--- config.mk ---
export PLATFORM = sky130hd
export DESIGN_NAME = video_timing_gen
export DESIGN_NICKNAME = d
export VERILOG_FILES = /design/src/rtl/video_timing_gen.sv
export SDC_FILE = /design/constraint.sdc
export NUM_CORES = 1
export LEC_CHECK = 0
export ABC_AREA = 1
export CORE_MARGIN = 5
export CORE_UTILIZATION = 41
export CTS_BUF_LIST = sky130_fd_sc_hd__clkbuf_4 sky130_fd_sc_hd__clkbuf_8
export DETAILED_ROUTE_END_ITERATION = 8
export SYNTH_ARGS = -nofsm -noshare
export SYNTH_HDL_FRONTEND = slang
export SYNTH_SLANG_ARGS = --single-unit
--- constraint.sdc ---
create_clock -name clk_pixel_in -period 5.4 [get_ports clk_pixel_in]
set_input_delay 1.08 -clock clk_pixel_in [delete_from_list [all_inputs] [get_ports clk_pixel_in]]
set_output_delay 1.08 -clock clk_pixel_in [all_outputs]
set_load 0.005 [all_outputs]
--- src/rtl/video_timing_gen.sv ---
// rtl/video_timing_gen.sv - two-mode (1280x720 / 640x480) video raster timing generator
// Mode changes are applied only at the frame boundary; every output is a registered decode.
module video_timing_gen #(
  parameter int HCOUNT_W    = 11,
  parameter int VCOUNT_W    = 10,
  parameter int FC_MAX      = 60,
  parameter int M0_H_ACTIVE = 1280,
  parameter int M0_H_FP     = 110,
  parameter int M0_H_SYNC   = 40,
  parameter int M0_H_BP     = 220,
  parameter int M0_V_ACTIVE = 720,
  parameter int M0_V_FP     = 5,
  parameter int M0_V_SYNC   = 5,
  parameter int M0_V_BP     = 20,
  parameter int M1_H_ACTIVE = 640,
  parameter int M1_H_FP     = 16,
  parameter int M1_H_SYNC   = 96,
  parameter int M1_H_BP     = 48,
  parameter int M1_V_ACTIVE = 480,
  parameter int M1_V_FP     = 10,
  parameter int M1_V_SYNC   = 2,
  parameter int M1_V_BP     = 33
) (
  input  logic                      clk_pixel_in,
  input  logic                      rst_n_in,
  input  logic                      mode_in,
  output logic                      mode_out,
  output logic [HCOUNT_W-1:0]       hcount_out,
  output logic [VCOUNT_W-1:0]       vcount_out,
  output logic                      hs_out,
  output logic                      vs_out,
  output logic                      ad_out,
  output logic                      nf_out,
  output logic [$clog2(FC_MAX)-1:0] fc_out
);

  localparam int FC_W = $clog2(FC_MAX);

  typedef logic [HCOUNT_W-1:0] h_t;
  typedef logic [VCOUNT_W-1:0] v_t;
  typedef logic [FC_W-1:0]     fc_t;

  localparam h_t M0_HA  = h_t'(M0_H_ACTIVE);
  localparam h_t M0_HSS = h_t'(M0_H_ACTIVE + M0_H_FP);
  localparam h_t M0_HSE = h_t'(M0_H_ACTIVE + M0_H_FP + M0_H_SYNC);
  localparam h_t M0_HL  = h_t'(M0_H_ACTIVE + M0_H_FP + M0_H_SYNC + M0_H_BP - 1);
  localparam v_t M0_VA  = v_t'(M0_V_ACTIVE);
  localparam v_t M0_VSS = v_t'(M0_V_ACTIVE + M0_V_FP);
  localparam v_t M0_VSE = v_t'(M0_V_ACTIVE + M0_V_FP + M0_V_SYNC);
  localparam v_t M0_VL  = v_t'(M0_V_ACTIVE + M0_V_FP + M0_V_SYNC + M0_V_BP - 1);
  localparam h_t M1_HA  = h_t'(M1_H_ACTIVE);
  localparam h_t M1_HSS = h_t'(M1_H_ACTIVE + M1_H_FP);
  localparam h_t M1_HSE = h_t'(M1_H_ACTIVE + M1_H_FP + M1_H_SYNC);
  localparam h_t M1_HL  = h_t'(M1_H_ACTIVE + M1_H_FP + M1_H_SYNC + M1_H_BP - 1);
  localparam v_t M1_VA  = v_t'(M1_V_ACTIVE);
  localparam v_t M1_VSS = v_t'(M1_V_ACTIVE + M1_V_FP);
  localparam v_t M1_VSE = v_t'(M1_V_ACTIVE + M1_V_FP + M1_V_SYNC);
  localparam v_t M1_VL  = v_t'(M1_V_ACTIVE + M1_V_FP + M1_V_SYNC + M1_V_BP - 1);
  localparam fc_t FC_LAST = fc_t'(FC_MAX - 1);

  // Raster state
  h_t  hc_q, hc_d;
  v_t  vc_q, vc_d;
  logic mode_q, mode_d;
  fc_t fc_q, fc_d;

  // Registered outputs
  h_t   hcount_q;
  v_t   vcount_q;
  logic mode_out_q;
  logic hs_q, hs_d;
  logic vs_q, vs_d;
  logic ad_q, ad_d;
  logic nf_q, nf_d;

  h_t   h_act, h_ss, h_se, h_last;
  v_t   v_act, v_ss, v_se, v_last;
  logic h_wrap, v_wrap, hs_on, vs_on;

  always_comb begin
    h_act  = mode_q ? M1_HA  : M0_HA;
    h_ss   = mode_q ? M1_HSS : M0_HSS;
    h_se   = mode_q ? M1_HSE : M0_HSE;
    h_last = mode_q ? M1_HL  : M0_HL;
    v_act  = mode_q ? M1_VA  : M0_VA;
    v_ss   = mode_q ? M1_VSS : M0_VSS;
    v_se   = mode_q ? M1_VSE : M0_VSE;
    v_last = mode_q ? M1_VL  : M0_VL;

    // >= keeps the counters bounded even if they were somehow past the end
    h_wrap = (hc_q >= h_last);
    v_wrap = (vc_q >= v_last);

    hc_d   = h_wrap ? '0 : hc_q + 1'b1;
    vc_d   = vc_q;
    mode_d = mode_q;
    if (h_wrap) begin
      vc_d = v_wrap ? '0 : vc_q + 1'b1;
      if (v_wrap) begin
        mode_d = mode_in;
      end
    end

    ad_d  = (hc_q < h_act) && (vc_q < v_act);
    hs_on = (hc_q >= h_ss) && (hc_q < h_se);
    vs_on = (vc_q >= v_ss) && (vc_q < v_se);
    // Mode 1 syncs are active-low
    hs_d  = mode_q ? ~hs_on : hs_on;
    vs_d  = mode_q ? ~vs_on : vs_on;
    nf_d  = (hc_q == h_act) && (vc_q == v_act);

    fc_d = fc_q;
    if (nf_d) begin
      fc_d = (fc_q == FC_LAST) ? '0 : fc_q + 1'b1;
    end
  end

  always_ff @(posedge clk_pixel_in or negedge rst_n_in) begin
    if (!rst_n_in) begin
      hc_q       <= '0;
      vc_q       <= '0;
      mode_q     <= 1'b0;
      fc_q       <= '0;
      hcount_q   <= '0;
      vcount_q   <= '0;
      mode_out_q <= 1'b0;
      hs_q       <= 1'b0;
      vs_q       <= 1'b0;
      ad_q       <= 1'b0;
      nf_q       <= 1'b0;
    end else begin
      hc_q       <= hc_d;
      vc_q       <= vc_d;
      mode_q     <= mode_d;
      fc_q       <= fc_d;
      hcount_q   <= hc_q;
      vcount_q   <= vc_q;
      mode_out_q <= mode_q;
      hs_q       <= hs_d;
      vs_q       <= vs_d;
      ad_q       <= ad_d;
      nf_q       <= nf_d;
    end
  end

  assign mode_out   = mode_out_q;
  assign hcount_out = hcount_q;
  assign vcount_out = vcount_q;
  assign hs_out     = hs_q;
  assign vs_out     = vs_q;
  assign ad_out     = ad_q;
  assign nf_out     = nf_q;
  // fc_q advances on the same edge that raises nf_out, so it is already aligned
  assign fc_out     = fc_q;

endmodule
# Word-level counts from Yosys, hierarchy flattened
# Index checks and enable logic that the tools add are counted.
word_totals:
  reg_bits: 54
  out_inout_bits: 32
  elab_cells: 45
classes:
  addsub: 3
  n_eq_ne: 3
  reduce_logical: 5
  n_lt_le_gt_ge: 8
  n_bitwise: 2
  mux: 13
op_table:
  columns: ["op", "count"]
  rows:
  - ["$mux W11", 5]
  - ["$mux W10", 4]
  - ["$ge A11 B11 Y1", 2]
  - ["$lt A11 B11 Y1", 2]
  - ["$ge A10 B10 Y1", 2]
  - ["$lt A10 B10 Y1", 2]
  - ["$add A11 B1 Y11 const B", 1]
  - ["$eq A11 B11 Y1", 1]
  - ["$add A10 B1 Y10 const B", 1]
  - ["$eq A10 B10 Y1", 1]
  - ["$mux W8", 1]
  - ["$add A6 B1 Y6 const B", 1]
  - ["$eq A6 B6 Y1 const B", 1]
  - ["$mux W6", 1]
  - ["$logic_and A1 B1 Y1", 4]
  - ["$mux W1", 2]
  - ["$not A1 Y1", 2]
  - ["$reduce_and A2 Y1", 1]

# Logic depth before layout (Yosys ltp)
# Gate-level depths: netlist of the first run.
logic_depth:
  word_depth: 5
  depth_mapped: 12
  mapped_depth_nobuf: 11

# Worst setup path before layout of the first run
# Ideal clock, no wire load.
synth_path:
  path_type: "register to register"
  start: "reg mode_q"
  end: "reg mode_q"
  period_less_slack_ns: 2.262
  n_path_buf: 1
  t_required_ns: 5.281
  setup_time_ns: 0.119
  path_slack_ns: 3.138
  stages_incl_launch_ff: 12
  arrival_ns: 2.143
  path_cell_list: "dfrtp_1 inv_1 ha_1 nor2_1 nand2_1 nor2_1 nand2_1 nand3_4 buf_6 nand2_1 nand2_1 nand2_1"
synth_via:
  elab_chain_len: 3
synth_lines:
  columns: ["element", "line", "source"]
  rows:
  - ["start: declaration", "64", "logic mode_q, mode_d;"]
  - ["start signal: assignment", "134", "mode_q <= mode_d;"]
  - ["$mux W11 / $mux W8 (equally long branches)", "84, 88", null]
  - ["$ge A11 B11 Y1 / $ge A10 B10 Y1 (equally long branches)", "91, 92", null]
  - ["$reduce_and A2 Y1 (no line) *", null, null]
# Mark *: on every way between the ends. The rest lies on a longest branch, timed or not.
# A chain may end at the register's enable or synchronous reset.

# Worst setup path after layout of the first run
layout_path:
  start: "reg mode_q"
  end: "reg vc_q[0]"
layout_via:
  elab_chain_len: 3
layout_lines:
  columns: ["element", "line", "source"]
  rows:
  - ["$mux W8", "88", "v_last = mode_q ? M1_VL : M0_VL;"]
  - ["$ge A10 B10 Y1", "92", "v_wrap = (vc_q >= v_last);"]
  - ["$mux W10", "98", "vc_d = v_wrap ? '0 : vc_q + 1'b1;"]
  - ["end signal: assignment", "133", "vc_q <= vc_d;"]
  - ["end: declaration", "63", "v_t vc_q, vc_d;"]
# Several ways; a longest one is shown, not always the timed one.

==> metrics.log, run 1 <==
INFO  metric status = finished clean
INFO  metric area_growth_from_synthesis_to_layout = 16.9%
INFO  metric post_cts.resized_instances = 0
INFO  metric synth_seq_area_share = 42.3%
INFO  metric grt_antenna_before_repair = 0
INFO  metric final-max-slew-violation-count = 0
INFO  metric tightestPinTransition = 0.698 ns
INFO  metric preCtsSetupSlack = 2.46 ns
INFO  metric p_leak = 0.00191 uW
INFO  metric yosys_register_bits = 54
INFO  metric pwr_density_cell = 187 mW/mm^2
INFO  metric syn-cell-area = 0.00319 mm^2
INFO  metric cts.path.max_buffers = 2
INFO  metric final_hold_viol_count = 0
INFO  metric clock-sinks = 54
INFO  metric detail_route.wl_per_cell = 12.8 um
INFO  metric vias = 2602
INFO  metric worstSkewPairLatency = 0.31 ns
INFO  metric worst-setup-path-type = flip-flop to flip-flop
INFO  metric dpl-instance-area = 0.00362 mm^2
INFO  metric grt_pass1_vias = 2529
INFO  metric detail_route.iter0.violations = 155
INFO  metric synth-edff-count = 0
INFO  metric clock_skew = 0.0140 ns
INFO  metric cap_violations = 0
INFO  metric grt_max_degree = 55
INFO  metric setup_ws = 2.45 ns
INFO  metric numPortBuffers = 34
INFO  metric drt_pre_antenna_iters = 6
INFO  metric cts_setup_buffers = 0
INFO  metric classification_of_the_worst_slack_hold_path = flip-flop to flip-flop
INFO  metric timing.critical_path.required = 5.60 ns
INFO  metric grt_setup_unrepaired = no
INFO  metric report.final.setup_viol = 0
INFO  metric timing.critical_path.to_type = flip-flop
INFO  metric antenna_left = 0
INFO  metric cts_tree = done
INFO  metric yosysWarnings = 0
INFO  metric maxClockFrequency = 339 MHz
INFO  metric overflow = 0
INFO  metric post-route-cell-area = 0.00373 mm^2
INFO  metric holdBufCountCts = 0
INFO  metric detailedPlacementHpwl = 5.07 mm
INFO  metric final_nets = 473
INFO  metric syn-instance-count = 396
INFO  metric timing.critical_path.fanout_max = 22
INFO  metric synth_top_flop_cell = dfrtp_1
INFO  metric drive_gt1_share = 4.60%
INFO  metric most_common_cell_after_layout_fill_and_taps_aside = nand2_1
INFO  metric final_period_minus_worst_setup_slack = 2.95 ns
INFO  metric slew_headroom = 53.4%
INFO  metric layout.cells.most_common_list = nand2_1, dfrtp_1, nor2_1
INFO  metric n_fill_cell = 732
INFO  metric cts.root.buffer_cell = clkbuf_8
INFO  metric seqCellArea = 0.00135 mm^2
INFO  metric die_y = 98.3 um
INFO  metric antenna_cells_inserted = 0
INFO  metric wl = 6.86 mm
INFO  metric cp.arrival = 3.14 ns
INFO  metric cts-htree-levels = 2
INFO  metric core_region_area = 0.00765 mm^2
INFO  metric vias_per_cell = 4.85
INFO  metric wire_length_of_the_first_global_routing_pass = 11.9 mm
INFO  metric finalPower = 696 uW
INFO  metric placement_rows = 32
INFO  metric ioPinCount = 35
INFO  metric globalplace.congestion = 0.829
INFO  metric cts_made_buffers = 5
INFO  metric die-width = 98.3 um
INFO  metric syn_area_cell = 8.06 um^2
INFO  metric worst_setup_path_start_kind = flip-flop
INFO  metric max-vdd-ir-drop = 0.152 mV
INFO  metric setup-tns-final = 0 ns
INFO  metric drc = 0
INFO  metric multi_input_comb_area = 0.00160 mm^2
INFO  metric ys_async_sr_fraction = 100%
INFO  metric floorplan.initialDensity = 41.8%
INFO  metric synth_nets = 435
INFO  metric clk_pin_slew = 0.10 ns
INFO  metric grtUsageTotal = 14.8%
INFO  metric ys_types = 24
INFO  metric period_share = 54.6%
INFO  metric floorplan.die_area = 0.00965 mm^2
-- per-stage QoR --
step | instances | hold WS [ns] | util, %
final | 537 | 0.470 | 48.8
after global placement | 529 | 0.463 | 47.3
after CTS | 537 | 0.479 | 48.8
after global routing | 537 | 0.495 | 48.8
after detailed placement | 529 | 0.458 | 47.3
after floorplan | 396 | 0.398 | -
-- critical path, stage by stage (launching register included) --
cell     delay (ns)
dfrtp_1        0.76
inv_1          0.53
ha_1           0.49
nor2_1         0.22
nand2_1        0.08
nor2_1         0.10
nand2_1        0.09
nand3_4        0.21
inv_2          0.17
nand2_1        0.08
o21ai_0        0.07
-- cells by family (layout without fill, tap and decap cells) --
kind of cell | after synthesis | after routing | share of synthesized area (%)
XOR/XNOR | 12 | 12 | 3.29
AO/OA/AOI/OAI | 26 | 26 | 4.47
adder cells (fa/ha/maj) | 36 | 36 | 14.1
flip-flops | 54 | 54 | 42.3
buffers and inverters | 56 | 95 | 7.52
AND/OR/NAND/NOR | 212 | 212 | 28.3
-- per-layer routing --
layer | track usage [%] | part of all wire, %
met1 | 20.7 | 50
met2 | 23.5 | 45
met3 | 3.00 | 3.9
met4 | 3.57 | 1.1
met5 | 0 | 0
-- sequential cells by signal, indices dropped and copies added, names as in the netlist, 6 cells and up --
name and flops:
hcount_out 11, vcount_out 10, hc_q 11, fc_out 6
vc_q 10
-- layout make-up --
class                   instances  area share, %
clock buffers                   7           2.25
clock inverters                 1          0.805
inverters                      52           5.23
multi-input cells             286           42.9
flip-flops and latches         54           36.2
well taps                     102           3.42
repair buffers                 35           9.19
-- synth_stat cells (2+ instances only) --
library cell	instances	share of area (%)
ha_1	36	14
dfrtp_1	54	42
nor2_1	51	6.0
nand3_1	32	5.0
nor4_1	2	0.39
nand2_2	2	0.39
nand2_1	106	12
inv_1	50	5.9
nand4_1	7	1.4
nor3_1	8	1.3
inv_2	2	0.24
o21ai_0	12	1.9
buf_6	4	1.4
xor2_1	11	3.0
a21oi_1	10	1.6
-- final timing paths --
check                                  to  cells after the start  slack [ns]  startpoint
hold / removal             hcount_out[10]                      0        0.47    hc_q[10]
max in group asynchronous          ad_out                      2        4.07    rst_n_in
setup / recovery                  vc_q[0]                     10        2.45      mode_q
setup reg to reg                  vc_q[0]                     10        2.45      mode_q
min in group asynchronous         hc_q[8]                      2        0.87    rst_n_in
hold reg to reg            hcount_out[10]                      0        0.47    hc_q[10]
-- power by group --
group / internal, uW / leakage (uW) / switching, uW
clock network: 149 / 0.0000593 / 134
logic: 1.36 / 0.00115 / 7.58
registers: 404 / 0.000704 / 0
Power figures use the tool's default switching activity.
==> run 2: changes to the inputs <==
Clock period 5.4 ns to 2.6 ns, I/O delays scaled along.
==> run 2 against run 1 <==
Net effect: via count grew 0.15%; global-route usage grew 0.24 points; worst setup slack lost 2.1 ns; utilization grew 0.31 points; combinational power grew 140%; clock power grew 76%; critical path type unchanged; largest cell class unchanged; largest power group unchanged; highest routed layer unchanged.
==> metrics.log, run 2 (synthesis gave the netlist of run 1 again) <==
INFO  metric rr_startpoint = mode_q
INFO  metric globalplace.congestion = 0.865
INFO  metric overflow = 0
INFO  metric layout.cells.most_common_list = nand2_1, dfrtp_1, nor2_1
INFO  metric cap_violations = 0
INFO  metric final_period_minus_worst_setup_slack = 2.21 ns
INFO  metric floorplan.initialDensity = 41.8%
INFO  metric cts_made_buffers = 5
INFO  metric cts_setup_buffers = 0
INFO  metric worst_setup_path_start_kind = flip-flop
INFO  metric slowest_delay = 0.39 ns
INFO  metric clock-sinks = 54
INFO  metric worst_path_most_repeated_cell = nand2_1
INFO  metric timing.critical_path.required = 2.80 ns
INFO  metric area_growth_from_synthesis_to_layout = 17.6%
INFO  metric final-max-slew-violation-count = 0
INFO  metric detail_route.iter0.violations = 80
INFO  metric numPortBuffers = 34
INFO  metric max-vdd-ir-drop = 0.230 mV
INFO  metric power_switching = 320 uW
INFO  metric grt_setup_unrepaired = no
INFO  metric tightestPinTransition = 0.597 ns
INFO  metric logic_gate_share_of_total_power = 1.6%
INFO  metric timing.critical_path.cells = inv_1 > ha_1 > nor2_1 > nand2_1 > nor2_1 > nand2_1 > nand3_4 > inv_2 > nand2_1 > o21ai_0
INFO  metric report.final.setup_viol = 0
INFO  metric critical_path.top_delay_family = simple AND/OR/NAND/NOR gates
INFO  metric cp.arrival = 2.41 ns
INFO  metric finalPower = 1360 uW
INFO  metric status = finished clean
INFO  metric cts_tree = done
INFO  metric core_region_area = 0.00765 mm^2
INFO  metric antenna_left = 0
INFO  metric critical-path-slowest-cell = dfrtp_1
INFO  metric maxClockFrequency = 452 MHz
INFO  metric worstSkewPairLatency = 0.31 ns
INFO  metric r2r_end = vc_q[0]
INFO  metric power.sequential.fraction = 61.7%
INFO  metric n_fill_cell = 733
INFO  metric timing.critical_path.buf_inv = 2
INFO  metric grt_antenna_before_repair = 0
INFO  metric clock_power_share = 36.7%
INFO  metric setup-tns-final = 0 ns
INFO  metric detailedPlacementHpwl = 5.10 mm
INFO  metric rrSetupSlack = 0.39 ns
INFO  metric cts.path.max_buffers = 2
INFO  metric floorplan.die_area = 0.00965 mm^2
INFO  metric slew_headroom = 60.2%
INFO  metric p_leak = 0.00192 uW
INFO  metric sw_frac_of_total = 23.5%
INFO  metric worst-setup-path-type = flip-flop to flip-flop
INFO  metric grt_max_degree = 31
INFO  metric period_share = 85.0%
INFO  metric antenna_cells_inserted = 0
INFO  metric vias_per_cell = 4.82
INFO  metric intPower = 1040 uW
INFO  metric post_cts.resized_instances = 0
INFO  metric grtUsageTotal = 15.0%
INFO  metric drt_pre_antenna_iters = 4
INFO  metric cts-htree-levels = 2
INFO  metric detail_route.wl_per_cell = 12.8 um
INFO  metric drive_gt1_share = 5.47%
INFO  metric grt_pass1_vias = 2525
INFO  metric clock_skew = 0.00555 ns
INFO  metric die_y = 98.3 um
INFO  metric cts.root.buffer_cell = clkbuf_8
INFO  metric final_hold_viol_count = 0
INFO  metric clk_pin_slew = 0.11 ns
INFO  metric worstRegToRegCells = 10
INFO  metric placement_rows = 32
INFO  metric timing.critical_path.fanout_max = 22
INFO  metric final_nets = 477
INFO  metric wl = 6.90 mm
INFO  metric die-width = 98.3 um
INFO  metric timing.critical_path.to_type = flip-flop
INFO  metric vias = 2606
INFO  metric ioPinCount = 35
INFO  metric wire_length_of_the_first_global_routing_pass = 12.0 mm
INFO  metric pwr_density_cell = 362 mW/mm^2
INFO  metric classification_of_the_worst_slack_hold_path = input pin to async pin
INFO  metric drc = 0
INFO  metric holdBufCountCts = 0
INFO  metric most_common_cell_after_layout_fill_and_taps_aside = nand2_1
==> run 2: cell types whose count changed in the layout (fill, tap and decap cells not counted), sizes merged <==
cell,delta
bufinv,-1
clkbuf,-2
buf,+4
clkinv,+3
==> run 2: layout make-up <==
class	instances	area, um^2	share of cell area (%)
Clock buffer	5	68.8	1.83
Timing Repair Buffer	39	385	10.3
Clock inverter	3	26.3	0.700
Sequential cell	54	1350	36.0
Multi-Input combinational cell	286	1600	42.6
Tap cell	102	128	3.40
Inverter	52	195	5.20
==> run 2: power groups by stage <==
stage | Sequential (uW) | Combinational, uW | Clock (uW)
after floorplan | 856 | 0.00886 | 0
after detailed placement | 856 | 23.2 | 0
after global routing | 840 | 26.5 | 550
final | 839 | 21.7 | 498
after global placement | 856 | 23.0 | 0
after CTS | 839 | 23.2 | 521
==> run 2: metrics by stage <==
| stage | cells | hold slack, ns | instance area, um^2 | util (%) | worst slack, ns |
|---|---|---|---|---|---|
| global placement | 533 | 0.459 | 3660 | 47.9 | 0.455 |
| CTS | 541 | 0.203 | 3760 | 49.1 | 0.372 |
| floorplan | 396 | 0.224 | 3190 | - | 0.338 |
| detailed placement | 533 | 0.459 | 3660 | 47.9 | 0.399 |
| finish | 541 | 0.192 | 3760 | 49.1 | 0.389 |
| global route | 541 | 0.230 | 3760 | 49.1 | 0.0786 |
==> run 2: per-layer routing <==
layer,GRT usage [%],routed length [um],vias up,part of all wire [%]
met5,0,0,-,0
met4,3.99,95,0,1.4
met3,3.21,316,10,4.6
met2,24.2,3090,50,45
met1,20.5,3400,1212,49
li1,-,-,1334,-
==> run 2: how the worst max path moves through the flow <==
| stage | startpoint | endpoint | depth (start not counted) |
|---|---|---|---|
| global placement | mode_q | vc_q[0] | 10 |
| finish | mode_q | vc_q[0] | 10 |
| detailed placement | mode_q | vc_q[0] | 10 |
| floorplan | mode_q | mode_q | 11 |
| global route | mode_q | vc_q[0] | 10 |
| CTS | mode_q | vc_q[0] | 10 |
==> run 2: worst reg2reg max path, stage by stage, from the launching register on <==
cell	delay [ns]
dfrtp_1	0.39
inv_1	0.30
ha_1	0.36
nor2_1	0.22
nand2_1	0.08
nor2_1	0.11
nand2_1	0.09
nand3_4	0.22
inv_2	0.18
nand2_1	0.08
o21ai_0	0.07
